`config.mk`:
```
export PLATFORM = sky130hd
export DESIGN_NAME = pwm_cmd_sequencer
export DESIGN_NICKNAME = d
export VERILOG_FILES = /design/src/rtl/pwm_cmd_sequencer.sv
export SDC_FILE = /design/constraint.sdc
export NUM_CORES = 1
export LEC_CHECK = 0
export ABC_CLOCK_PERIOD_IN_PS = 2600
export CORE_MARGIN = 1
export CORE_UTILIZATION = 50
export CTS_CLUSTER_DIAMETER = 120
export DETAILED_ROUTE_END_ITERATION = 16
export GPL_TIMING_DRIVEN = 0
export MAX_ROUTING_LAYER = met4
export PLACE_DENSITY_LB_ADDON = 0.1
export SYNTH_ARGS = -nofsm -noshare
export SYNTH_HDL_FRONTEND = slang
export SYNTH_SLANG_ARGS = --single-unit
```
`constraint.sdc`:
```
create_clock -name clk -period 2.6 [get_ports clk]
set_input_delay 0.52 -clock clk [delete_from_list [all_inputs] [get_ports clk]]
set_output_delay 0.52 -clock clk [all_outputs]
set_load 0.03 [all_outputs]
```
`src/rtl/pwm_cmd_sequencer.sv`:
```
// Parses A5/CH/DUTY/CSUM packets from the UART byte stream and writes each good packet into the duty bank.
// The write goes out the cycle after the CSUM byte and is held until ready; bytes that arrive meanwhile are dropped and counted as errors.
module pwm_cmd_sequencer #(
    parameter int NUM_CH  = 9,
    parameter int TIMEOUT = 1024
) (
    input  logic       clk,
    input  logic       rst_n,
    input  logic [7:0] rx_data,
    input  logic       rx_valid,
    output logic       duty_wr_en,
    output logic [3:0] duty_wr_ch,
    output logic [7:0] duty_wr_val,
    input  logic       duty_wr_ready,
    output logic [3:0] pkt_count,
    output logic [3:0] err_count,
    output logic       busy,
    output logic       csum_err,
    output logic       ch_err,
    output logic       timeout_err,
    output logic       drop_err
);

    localparam logic [7:0] SYNC    = 8'hA5;
    localparam int         GW      = $clog2(TIMEOUT);
    localparam logic [GW-1:0] GAP_MAX = GW'(TIMEOUT - 1);

    typedef enum logic [2:0] {
        IDLE     = 3'd0,
        GOT_SYNC = 3'd1,
        GOT_CH   = 3'd2,
        GOT_DUTY = 3'd3,
        WRITE    = 3'd4
    } state_t;

    state_t        state_q, state_d;
    logic [7:0]    ch_q, ch_d;
    logic [7:0]    duty_q, duty_d;
    logic          ch_bad_q, ch_bad_d;
    logic [GW-1:0] gap_q, gap_d;
    logic [3:0]    pkt_q, pkt_d;
    logic [3:0]    err_q, err_d;
    logic          busy_q;
    logic          csum_err_q, csum_err_d;
    logic          ch_err_q, ch_err_d;
    logic          tmo_err_q, tmo_err_d;
    logic          drop_err_q, drop_err_d;
    logic          any_err;

    always_comb begin
        state_d    = state_q;
        ch_d       = ch_q;
        duty_d     = duty_q;
        ch_bad_d   = ch_bad_q;
        gap_d      = gap_q;
        pkt_d      = pkt_q;
        csum_err_d = 1'b0;
        ch_err_d   = 1'b0;
        tmo_err_d  = 1'b0;
        drop_err_d = 1'b0;

        case (state_q)
            IDLE: begin
                gap_d = '0;
                if (rx_valid && rx_data == SYNC) begin
                    state_d = GOT_SYNC;
                end
            end
            GOT_SYNC, GOT_CH, GOT_DUTY: begin
                // A byte on the expiry cycle takes precedence over the timeout.
                if (rx_valid) begin
                    gap_d = '0;
                    case (state_q)
                        GOT_SYNC: begin
                            ch_d     = rx_data;
                            ch_bad_d = ({24'd0, rx_data} >= 32'(NUM_CH));
                            state_d  = GOT_CH;
                        end
                        GOT_CH: begin
                            duty_d  = rx_data;
                            state_d = GOT_DUTY;
                        end
                        default: begin
                            if (rx_data != (SYNC ^ ch_q ^ duty_q)) begin
                                csum_err_d = 1'b1;
                                state_d    = IDLE;
                            end else if (ch_bad_q) begin
                                ch_err_d = 1'b1;
                                state_d  = IDLE;
                            end else begin
                                state_d = WRITE;
                            end
                        end
                    endcase
                end else if (gap_q == GAP_MAX) begin
                    tmo_err_d = 1'b1;
                    gap_d     = '0;
                    state_d   = IDLE;
                end else begin
                    gap_d = gap_q + GW'(1);
                end
            end
            WRITE: begin
                drop_err_d = rx_valid;
                if (duty_wr_ready) begin
                    pkt_d   = pkt_q + 4'd1;
                    state_d = IDLE;
                end
            end
            default: begin
                state_d = IDLE;
            end
        endcase

        any_err = csum_err_d | ch_err_d | tmo_err_d | drop_err_d;
        err_d   = (any_err && err_q != 4'hF) ? err_q + 4'd1 : err_q;
    end

    always_ff @(posedge clk) begin
        if (!rst_n) begin
            state_q    <= IDLE;
            ch_q       <= '0;
            duty_q     <= '0;
            ch_bad_q   <= 1'b0;
            gap_q      <= '0;
            pkt_q      <= '0;
            err_q      <= '0;
            busy_q     <= 1'b0;
            csum_err_q <= 1'b0;
            ch_err_q   <= 1'b0;
            tmo_err_q  <= 1'b0;
            drop_err_q <= 1'b0;
        end else begin
            state_q    <= state_d;
            ch_q       <= ch_d;
            duty_q     <= duty_d;
            ch_bad_q   <= ch_bad_d;
            gap_q      <= gap_d;
            pkt_q      <= pkt_d;
            err_q      <= err_d;
            busy_q     <= (state_d != IDLE);
            csum_err_q <= csum_err_d;
            ch_err_q   <= ch_err_d;
            tmo_err_q  <= tmo_err_d;
            drop_err_q <= drop_err_d;
        end
    end

    assign duty_wr_en  = (state_q == WRITE);
    assign duty_wr_ch  = ch_q[3:0];
    assign duty_wr_val = duty_q;
    assign pkt_count   = pkt_q;
    assign err_count   = err_q;
    assign busy        = busy_q;
    assign csum_err    = csum_err_q;
    assign ch_err      = ch_err_q;
    assign timeout_err = tmo_err_q;
    assign drop_err    = drop_err_q;

endmodule

```
; ---- After elaboration in Yosys (flattened, before gate mapping)
; Index checks and enable logic that the tools add are counted.
[word_totals]
in_bits = 12
register_bits = 43
word_cells = 63
[op_classes]
n_eq_ne = 8
reduce_logical = 10
n_bitwise = 5
n_addsub = 3
mux = 24
order_cmp = 1
[ops]
columns = cell, count
row1 = 10-bit two-way mux, 2
row2 = 10-bit case mux with 2 select lines, 1
row3 = 3-bit two-way mux, 6
row4 = 1-bit two-way mux, 13
row5 = "10-bit by 1-bit adder with 10-bit output, second input constant", 1
row6 = "10-bit == test, second input constant", 1
row7 = 3-bit case mux with 3 select lines, 1
row8 = "4-bit by 1-bit adder with 4-bit output, second input constant", 2
row9 = "8-bit == test, second input constant", 1
row10 = "8-bit by 4-bit >= comparator with 1-bit output, second input constant", 1
row11 = 8-bit != test, 1
row12 = 8-bit bitwise XOR, 1
row13 = "3-bit by 2-bit == test with 1-bit output, second input constant", 2
row14 = 3-bit case mux with 2 select lines, 1
row15 = 3-bit AND reduction, 2
row16 = "4-bit != test, second input constant", 1
row17 = 4-bit NOT, 1
row18 = "3-bit by 1-bit == test with 1-bit output, second input constant", 1
row19 = "3-bit == test, second input constant", 1
row20 = 3-bit logical NOT, 1
row21 = 1-bit bitwise OR, 3
row22 = 3-bit nonzero test, 1
row23 = 3-bit OR reduction, 1
row24 = 1-bit logical AND, 2
row25 = 3 further kinds, 3

; ---- Logic depth before layout (Yosys ltp)
; Gate-level depths: netlist (run 1).
[depth]
depth_word = 11
mapped_depth = 7

; ---- Least setup slack after synthesis (run 1)
; Ideal clock, no wire load.
[synth_timing]
kind = reg-to-reg
from = register state_q[2]
to = register pkt_q[3], in the netlist pkt_count[3]
path_slack_ns = 0.302
arrival_ns = 2.170
path_buffers = 2
path_stages_with_launch = 8
cell_sequence = dfxtp_1 -> clkbuf_1 -> nor3b_1 -> and2_1 -> clkbuf_1 -> nand4_1 -> xor2_1 -> nor2_1
[synth_via]
elab_chain_cells = 2
[synth_rtl]
columns = element, line_no
row1 = "start, declared", 36  ; state_t state_q, state_d;
row2 = "start signal, assigned", 134  ; state_q <= state_d;
row3 = 3-bit == test, --
row4 = via duty_wr_en, 11  ; output logic duty_wr_en,
row5 = 2-bit AND reduction (no line), --
row6 = "end signal, assigned", 139  ; pkt_q <= pkt_d;
row7 = "end, declared", 41  ; logic [3:0] pkt_q, pkt_d;
; The timed path passes the listed nets, and every way through them passes these cells.
; A chain may end at the register's enable or synchronous reset.

; ---- Worst setup path in the final report (run 1)
[layout_timing]
from = input rx_data[2]
to = register err_q[2], in the netlist err_count[2]
[layout_via]
elab_chain_cells = 9
word_cells_on_any_way = 13
cone_classes = eq/ne: 1 / mux: 8 / bitwise: 3 / reduce/logical: 1
[layout_rtl]
columns = element, line_no
row1 = "start, declared", 9  ; input logic [7:0] rx_data,
row2 = 8-bit != test (*), 84  ; if (rx_data != (SYNC ^ ch_q ^ duty_q)) begin
row3 = 1-bit two-way mux, 84
row4 = 1-bit two-way mux, 73  ; case (state_q)
row5 = 1-bit two-way mux, 71  ; if (rx_valid) begin
row6 = 1-bit two-way mux, 62  ; case (state_q)
row7 = 1-bit bitwise OR (*) (3 in a row), 115  ; any_err = csum_err_d | ch_err_d | tmo_err_d | drop_err_d;
row8 = 1-bit logical AND (*), 116  ; err_d = (any_err && err_q != 4'hF) ? err_q + 4'd1 : err_q;
row9 = "end signal, assigned", 140  ; err_q <= err_d;
row10 = "end, declared", 42  ; logic [3:0] err_q, err_d;
; Every way passes the cells marked *; elsewhere a longest branch is shown, timed or not.

==> results of run 1 <==
-- state kept, by name, summed over array words and instances (netlist names), 3 cells and up --
register / cells
gap_q: 10
pkt_count: 4
state_q: 3
err_count: 4
ch_q: 8
duty_wr_val: 8
-- per-layer routing --
metal | share of wire (%) | GRT usage, %
met2 | 46 | 35.35
met3 | 2.9 | 4.110
met4 | 1.6 | 8.245
met5 | 0 | -
met1 | 50 | 30.21
-- through the flow --
step | setup WS (ps) | instances
final | 123.9 | 335
after global routing | 13.03 | 335
after CTS | 80.41 | 335
after detailed placement | -218.7 | 327
after global placement | -201.7 | 327
after floorplan | 302.0 | 240
-- cell families (layout without fill, tap and decap cells) --
logic type / Yosys count / after routing / synth area share (%)
AO/OA/AOI/OAI: 43 / 43 / 12.95
buffers and inverters: 19 / 64 / 4.100
multiplexers: 11 / 11 / 5.229
flip-flops: 43 / 43 / 40.88
AND/OR/NAND/NOR: 108 / 108 / 24.30
XOR/XNOR: 13 / 13 / 10.76
adder cells (fa/ha/maj): 3 / 3 / 1.783
-- cells in the final DEF, fill, tap and decap left out, types with 3 or more instances in the layout --
master | netlist | final
a21oi_1 | 19 | 19
and3_1 | 6 | 6
buf_4 | 4 | 4
clkbuf_1 | 12 | 13
clkbuf_8 | 0 | 5
clkdlybuf4s50_1 | 0 | 34
dfxtp_1 | 43 | 43
dlymetal6s2s_1 | 0 | 3
ha_1 | 3 | 3
inv_1 | 3 | 3
mux2i_1 | 11 | 11
nand2_1 | 33 | 33
nand3_1 | 5 | 5
nand4_1 | 4 | 4
nor2_1 | 33 | 33
nor3_1 | 7 | 7
o21ai_0 | 8 | 8
o31ai_1 | 3 | 3
or3_1 | 5 | 5
xnor2_1 | 3 | 3
xnor3_1 | 6 | 6
-- power groups by stage --
stage / logic, uW / registers (uW) / clock network (uW)
floorplan: 75.3 / 700 / 0
CTS: 142 / 675 / 426
global route: 154 / 676 / 454
detailed placement: 141 / 690 / 0
finish: 142 / 675 / 419
global placement: 140 / 690 / 0
-- final timing paths --
path | slack [ps] | depth (start not counted) | from | endpoint
worst max-delay path | 120 | 6 | rx_data[2] | err_count[2]
worst min-delay path | 470 | 2 | ch_q[7] | ch_q[7]
worst max register to register | 410 | 7 | gap_q[1] | busy
worst min register to register | 470 | 2 | ch_q[7] | ch_q[7]
-- cell type report --
cell class | instances | area (um^2)
clock inverter | 2 | 12.51
sequential | 43 | 860.8
fill | 366 | 1393
buffer | 16 | 75.07
inverter | 3 | 11.26
clock buffer | 6 | 72.57
timing repair buffer | 37 | 377.9
multi-input combinational | 178 | 1164
tap | 50 | 62.56
-- critical path: cells and delay by family --
kind	cells	cell delay, ps
and+or+nand+nor	1	520
xor gates and xnor gates	1	340
buffers and inverters	1	590
AOI/OAI and AO/OA	3	710
-- timing repair --
item                                    CTS  global route
pin swaps                                 0             0
buffers inserted                          0             0
gates resized for setup                   1             3
endpoints found under the setup margin    1             2
==> flow_metrics.env, run 1 <==
export IMPL_max_freq_mhz=403.9
export IMPL_die_h_um=66.90
export IMPL_vias_per_cell=5.466
export IMPL_async_reset_ff_share_pct=0
export IMPL_relSlewSlack_pct=36.33
export IMPL_leakage_uw=0.001038
export IMPL_slowest_stage="clkdlybuf4s50_1"
export IMPL_clk_pin_slew_ps=80
export IMPL_design_area_um2=2636
export IMPL_cp_start_kind="input pin"
export IMPL_portBuffers=37
export IMPL_outcome="finished clean"
export IMPL_rsz0062_at_grt="no"
export IMPL_ys_flop_type="dfxtp_1"
export IMPL_layout_area_overhead_vs_synth_pct=25.19
export IMPL_clockPowerShare_pct=33.9
export IMPL_root_buffer="clkbuf_8"
export IMPL_place_gp_congestion=0.8429
export IMPL_p_int_uw=925.3
export IMPL_slew_violations=0
export IMPL_setup_viol=0
export IMPL_place_area_um2=2539
export IMPL_initial_core_util_pct=52.27
export IMPL_syn_area_per_cell_um2=8.774
export IMPL_p_sw_uw=311.5
export IMPL_critPathKind="input pin to flip-flop"
export IMPL_syn_area_um2=2106
export IMPL_critPathCaptureType="flip-flop"
export IMPL_path_max_fanout=5
export IMPL_drt_iter0_drc=113
export IMPL_clockBufferDepth=2
export IMPL_drc=0
export IMPL_grt_max_degree=14
export IMPL_cts_sinks=43
export IMPL_num_vias=1831
export IMPL_ys_seq_elements=43
export IMPL_cts_hold_buf=0
export IMPL_rows=23
export IMPL_clk_latency_ps=300
export IMPL_fin_crit_sh_pct=95.23
export IMPL_diodes=0
export IMPL_wl_um=4569
export IMPL_h_tree_depth=2
export IMPL_ir_drop_mv=0.3207
export IMPL_cts_buffers=5
export IMPL_yosysTopAreaCell="dfxtp_1"
export IMPL_synth_top_area_share_pct=40.88
export IMPL_ys_warn_count=0
export IMPL_p_per_area_nw_per_um2=469.1
export IMPL_yosysSeqAreaShare_pct=40.88
export IMPL_p_seq_share_pct=54.6
export IMPL_hold_ws_ps=467.8
export IMPL_grtUsageTotal_pct=23.02
export IMPL_antenna_found_initial=0
export IMPL_core_um2=4029
export IMPL_p_sw_share_pct=25.19
export IMPL_synth_common_cells="dfxtp_1 (43), nand2_1 (33), nor2_1 (33)"
export IMPL_cpPeakStageDelay_ps=590
export IMPL_syn_nets=255
export IMPL_grt_pass1_vias=1557
export IMPL_hold_violations=0
export IMPL_synth_most_common_cell="dfxtp_1"
export IMPL_synth_top_cells_by_area="dfxtp_1 (41%), xnor3_1 (6.4%), nand2_1 (5.9%)"
export IMPL_die_area_um2=4475
export IMPL_grt_pass1_wl_um=7396
export IMPL_ios=38
export IMPL_postLayoutCoreUtil_pct=65.43
export IMPL_crit_chain="clkdlybuf4s50_1, xnor3_1, or4_4, o31a_1, o2111a_1, a211oi_1"
export IMPL_drt_pass1_iter_count=4
export IMPL_fin_setup_tns_ps=0
export IMPL_period_needed_ps=2476
export IMPL_critPathArrivalTime_ps=2690
export IMPL_syn_inst=240
export IMPL_cap_violations=0
export IMPL_power_uw=1237
export IMPL_final_nets=299
export IMPL_wl_per_cell_um=13.64
export IMPL_synth_edff_count=0
export IMPL_worst_pin_slew_ps=951.6
export IMPL_die_x_um=66.90
export IMPL_required_ps=2810
export IMPL_layout_drive_gt1_share_pct=6.316
export IMPL_drtAntennaViolNets=0
export IMPL_ys_types=40
export IMPL_cts_tree="done"
export IMPL_finClkSkew_ps=5.631
export IMPL_place_hpwl_um=3226
export IMPL_hold_path_class="flip-flop to flip-flop"
export IMPL_power_frac_comb_pct=11.5
export IMPL_overflow=0
(Power assumes the default switching activity.)
==> inputs of run 2 (changes only) <==
--- a/config.mk
+++ b/config.mk
@@ -5,11 +5,13 @@
 export SDC_FILE = /design/constraint.sdc
 export NUM_CORES = 1
 export LEC_CHECK = 0
-export ABC_CLOCK_PERIOD_IN_PS = 2600
+export ABC_CLOCK_PERIOD_IN_PS = 3000
+export CAP_MARGIN = 20
 export CORE_MARGIN = 1
 export CORE_UTILIZATION = 50
 export CTS_CLUSTER_DIAMETER = 120
 export DETAILED_ROUTE_END_ITERATION = 16
+export DONT_BUFFER_PORTS = 1
 export GPL_TIMING_DRIVEN = 0
 export MAX_ROUTING_LAYER = met4
 export PLACE_DENSITY_LB_ADDON = 0.1
==> constraint.sdc (replaced) <==
create_clock -name clk -period 3 [get_ports clk]
set_input_delay 0.6 -clock clk [delete_from_list [all_inputs] [get_ports clk]]
set_output_delay 0.6 -clock clk [all_outputs]
set_load 0.03 [all_outputs]
==> flow_metrics.env, run 2 (synthesis gave the netlist of run 1 again) <==
export IMPL_place_hpwl_um=3053
export IMPL_layout_area_overhead_vs_synth_pct=7.605
export IMPL_crit_chain="xor3_1, or4_4, o31a_1, o2111a_1, a211oi_1"
export IMPL_rows=23
export IMPL_layout_drive_gt1_share_pct=7.631
export IMPL_final_nets=263
export IMPL_leakage_uw=0.0008704
export IMPL_num_vias=1680
export IMPL_wl_um=4271
export IMPL_reg2reg_from="duty_wr_val[4]"
export IMPL_postLayoutCoreUtil_pct=56.24
export IMPL_clk_pin_slew_ps=90
export IMPL_cpPeakStageDelay_ps=570
export IMPL_ios=38
export IMPL_cp_num_buf_inv=0
export IMPL_ir_drop_mv=0.2271
export IMPL_critPathLaunch="duty_wr_val[4]"
export IMPL_required_ps=3220
export IMPL_h_tree_depth=2
export IMPL_vias_per_cell=5.619
export IMPL_largest_register_ffs=10
export IMPL_drt_pass1_iter_count=4
export IMPL_rsz0062_at_grt="no"
export IMPL_cts_resized=0
export IMPL_post_cts_buffers=0
export IMPL_worst_pin_slew_ps=865.1
export IMPL_grtUsageTotal_pct=21.12
export IMPL_cp_start_kind="flip-flop"
export IMPL_grt_max_degree=16
export IMPL_hold_path_class="input pin to flip-flop"
export IMPL_die_h_um=66.90
export IMPL_multi_input_area_um2=1159
export IMPL_r2r_slack_ps=620
export IMPL_portBuffers=0
export IMPL_clockBufferDepth=2
export IMPL_path_max_fanout=4
export IMPL_root_buffer="clkbuf_8"
export IMPL_max_freq_mhz=419.5
export IMPL_regMostFlops="gap_q"
export IMPL_endpoint="err_count[2]"
export IMPL_setup_viol=0
export IMPL_cts_sinks=43
export IMPL_cts_hold_buf=0
export IMPL_critPathArrivalTime_ps=2600
export IMPL_die_x_um=66.90
export IMPL_relSlewSlack_pct=42.12
export IMPL_drt_iter0_drc=100
export IMPL_outcome="finished clean"
export IMPL_cap_violations=0
export IMPL_antenna_found_initial=0
export IMPL_regArea_um2=860.8
export IMPL_fin_crit_sh_pct=79.47
export IMPL_layout_common_cells="dfxtp_1 (43), nor2_1 (33), nand2_1 (33)"
export IMPL_initial_core_util_pct=52.27
export IMPL_final_common_cell="dfxtp_1"
export IMPL_grt_pass1_wl_um=6679
export IMPL_diodes=0
export IMPL_critPathKind="flip-flop to flip-flop"
export IMPL_grt_pass1_vias=1415
export IMPL_clk_latency_ps=310
export IMPL_cts_tree="done"
export IMPL_critPathTopFamily="compound AO/OA/AOI/OAI gates"
export IMPL_hold_violations=0
export IMPL_cts_buffers=5
export IMPL_worstReg2RegEnd="err_count[2]"
export IMPL_die_area_um2=4475
export IMPL_core_um2=4029
export IMPL_slowest_stage="or4_4"
export IMPL_fin_setup_tns_ps=0
export IMPL_preCtsSetupSlack_ps=635.7
export IMPL_period_needed_ps=2384
export IMPL_overflow=0
export IMPL_finClkSkew_ps=9.188
export IMPL_critPathCaptureType="flip-flop"
export IMPL_drtAntennaViolNets=0
export IMPL_fill_cells=395
export IMPL_slew_violations=0
export IMPL_p_per_area_nw_per_um2=468.0
export IMPL_cp_depth=5
export IMPL_drc=0
export IMPL_reg2reg_depth=5
export IMPL_place_gp_congestion=0.8313
export IMPL_fin_ws_ps=616.0
export IMPL_wl_per_cell_um=14.28
==> run 2: per-layer routing <==
metal / track usage (%) / share of wire, % / wire length [um] / up-vias
met2: 31.44 / 45 / 1909 / 38
met3: 6.678 / 5.6 / 238 / 8
met4: 7.447 / 1.3 / 57 / 0
met1: 26.78 / 48 / 2066 / 775
met5: - / 0 / 0 / -
li1: - / - / - / 859
==> run 2: cell type report <==
cell class	instances	area share [%]
sequential	43	37.99
clock buffer	5	3.037
inverter	3	0.4970
multi-input combinational	178	51.13
tap	50	2.761
timing repair buffer	1	0.2209
clock inverter	3	1.049
buffer	16	3.313
==> run 2: worst reg2reg max path: stages, from the launching register on <==
cell,delay [ps]
dfxtp_1,550
xor3_1,470
or4_4,570
o31a_1,280
o2111a_1,230
a211oi_1,200
==> run 2: metrics by stage <==
step | power (uW) | instances | cell area [um^2] | hold WS (ps)
after global placement | 686.6 | 290 | 2168 | 448.6
after CTS | 1068 | 299 | 2266 | 413.2
after global routing | 1098 | 299 | 2266 | 406.3
after detailed placement | 687.1 | 291 | 2173 | 454.2
after floorplan | 672.3 | 240 | 2106 | 443.1
final | 1060 | 299 | 2266 | 419.8
==> run 2: worst min-delay path by stage <==
stage | endpoint | from | cells after the start
CTS | ch_q[6] | rx_data[6] | 2
floorplan | ch_q[5] | ch_q[5] | 2
global route | ch_q[6] | rx_data[6] | 2
finish | ch_q[6] | rx_data[6] | 2
global placement | ch_q[6] | ch_q[6] | 2
detailed placement | ch_q[6] | ch_q[6] | 2
==> run 2: power breakdown <==
| group | leakage [uW] | switching (uW) | internal [uW] |
|---|---|---|---|
| clock | 0.0000408 | 220 | 167 |
| combinational | 0.000482 | 39.0 | 39.2 |
| sequential | 0.000347 | 16.1 | 579 |
==> inputs of run 3 (changes only) <==
--- a/config.mk
+++ b/config.mk
@@ -5,7 +5,7 @@
 export SDC_FILE = /design/constraint.sdc
 export NUM_CORES = 1
 export LEC_CHECK = 0
-export ABC_CLOCK_PERIOD_IN_PS = 3000
+export ABC_CLOCK_PERIOD_IN_PS = 2400
 export CAP_MARGIN = 20
 export CORE_MARGIN = 1
 export CORE_UTILIZATION = 50
==> constraint.sdc (replaced) <==
create_clock -name clk -period 2.4 [get_ports clk]
set_input_delay 0.48 -clock clk [delete_from_list [all_inputs] [get_ports clk]]
set_output_delay 0.48 -clock clk [all_outputs]
set_load 0.03 [all_outputs]
==> flow_metrics.env, run 3 (synthesis gave the netlist of run 1 again) <==
export IMPL_layout_cells_non_filler=299
export IMPL_hold_path_class="input pin to flip-flop"
export IMPL_critPathCaptureType="flip-flop"
export IMPL_fill_cells=394
export IMPL_design_area_um2=2270
export IMPL_grtUsageTotal_pct=21.12
export IMPL_ir_drop_mv=0.2838
export IMPL_critPathKind="flip-flop to flip-flop"
export IMPL_h_tree_depth=2
export IMPL_core_um2=4029
export IMPL_die_h_um=66.90
export IMPL_outcome="finished clean"
export IMPL_diodes=0
export IMPL_vias_per_cell=5.572
export IMPL_finClkSkew_ps=8.452
export IMPL_worstReg2RegEnd="err_count[2]"
export IMPL_largest_register_ffs=10
export IMPL_wl_um=4282
export IMPL_regMostFlops="gap_q"
export IMPL_die_x_um=66.90
export IMPL_slew_violations=0
export IMPL_die_area_um2=4475
export IMPL_place_area_um2=2173
export IMPL_final_common_cell="dfxtp_1"
export IMPL_cts_buffers=5
export IMPL_cp_depth=5
export IMPL_preCtsSetupSlack_ps=35.69
export IMPL_holdPathStages=2
export IMPL_antenna_found_initial=0
export IMPL_clockBufferDepth=2
export IMPL_path_max_fanout=4
export IMPL_clk_latency_ps=310
export IMPL_final_nets=263
export IMPL_wl_per_cell_um=14.32
export IMPL_layout_common_cells="dfxtp_1 (40), nor2_1 (33), nand2_1 (33)"
export IMPL_ios=38
export IMPL_cp_num_buf_inv=0
export IMPL_cap_violations=0
export IMPL_drt_iter0_drc=97
export IMPL_initial_core_util_pct=52.27
export IMPL_drt_pass1_iter_count=4
export IMPL_portBuffers=0
export IMPL_fin_setup_tns_ps=0
export IMPL_hold_end="ch_q[6]"
export IMPL_use_met2_pct=31.44
export IMPL_crit_chain="xnor3_1, or4_4, o31a_1, o2111a_1, a211oi_1"
export IMPL_top_usage_layer="met2"
export IMPL_cts_hold_buf=0
export IMPL_clk_pin_slew_ps=90
export IMPL_p_per_area_nw_per_um2=583.4
export IMPL_r2r_slack_ps=150
export IMPL_grt_pass1_wl_um=6679
export IMPL_critPathArrivalTime_ps=2470
export IMPL_drc=0
export IMPL_cts_sinks=43
export IMPL_cp_start_kind="flip-flop"
export IMPL_relSlewSlack_pct=42.07
export IMPL_worst_pin_slew_ps=865.8
export IMPL_leakage_uw=0.0008719
export IMPL_required_ps=2620
export IMPL_min_from="rx_data[6]"
export IMPL_drtAntennaViolNets=0
export IMPL_fin_crit_sh_pct=93.73
export IMPL_layout_area_overhead_vs_synth_pct=7.784
export IMPL_root_buffer="clkbuf_8"
export IMPL_rows=23
export IMPL_period_needed_ps=2249
export IMPL_grt_max_degree=16
export IMPL_fin_ws_ps=150.5
export IMPL_use_met1_pct=26.78
export IMPL_reg2reg_depth=5
export IMPL_cpPeakStageDelay_ps=550
export IMPL_grt_pass1_vias=1415
export IMPL_place_hpwl_um=3053
export IMPL_placed_cells=291
export IMPL_reg2reg_from="duty_wr_val[5]"
export IMPL_place_gp_congestion=0.8313
export IMPL_cts_tree="done"
export IMPL_rsz0062_at_grt="no"
export IMPL_hold_violations=0
export IMPL_layout_drive_gt1_share_pct=8.835
export IMPL_overflow=0
export IMPL_max_freq_mhz=444.5
export IMPL_met3_usage_pct=6.678
export IMPL_setup_viol=0
export IMPL_slowest_stage="dfxtp_1"
export IMPL_num_vias=1666
export IMPL_critPathTopFamily="compound AO/OA/AOI/OAI gates"
-- run 3: layout make-up --
type                    instances  area [um^2]  share of cell area [%]
repair buffers                  1        5.005                  0.2205
plain buffers                  16        75.07                   3.308
flip-flops and latches         43        864.6                   38.09
multi-input cells             178         1159                   51.05
clock buffers                   5        68.82                   3.032
inverters                       3        11.26                  0.4961
well taps                      50        62.56                   2.756
clock inverters                 3        23.77                   1.047
-- run 3: worst reg2reg max path: stages (launching register included) --
cell and delay (ps):
dfxtp_1 550, xnor3_1 460, or4_4 450, o31a_1 280, o2111a_1 230, a211oi_1 200
-- run 3: routing by layer --
| metal | part of all wire [%] | up-vias |
|---|---|---|
| li1 | - | 858 |
| met1 | 48 | 774 |
| met2 | 45 | 29 |
| met3 | 5.2 | 5 |
| met4 | 1.2 | 0 |
| met5 | 0 | - |
-- run 3: timing repair --
action                     4_1_cts  5_1_grt
setup endpoints to repair        0        4
buffers inserted                 0        0
resized for setup                0        3
-- run 3: where the power goes --
part / internal, uW / switching (uW) / total [uW]
clock network: 208 / 274 / 482
registers: 724 / 20.1 / 744
logic: 49.0 / 48.7 / 97.7
total: 981 / 343 / 1320
-- run 3: worst max path at each step --
stage / start / endpoint
4_1_cts: duty_wr_val[4] / err_count[2]
6_report: duty_wr_val[5] / err_count[2]
3_3_place_gp: state_q[2] / pkt_count[3]
3_5_place_dp: duty_wr_val[4] / err_count[2]
5_1_grt: duty_wr_val[5] / err_count[2]
2_1_floorplan: state_q[2] / pkt_count[3]
-- run 3: stage by stage --
| stage | hold slack [ps] | util, % | power [uW] |
|---|---|---|---|
| after floorplan | 443.1 | - | 840.4 |
| after global placement | 448.6 | 53.82 | 858.3 |
| after detailed placement | 454.2 | 53.94 | 858.9 |
| after CTS | 293.2 | 56.24 | 1335 |
| after global routing | 286.3 | 56.34 | 1373 |
| final | 299.3 | 56.34 | 1324 |
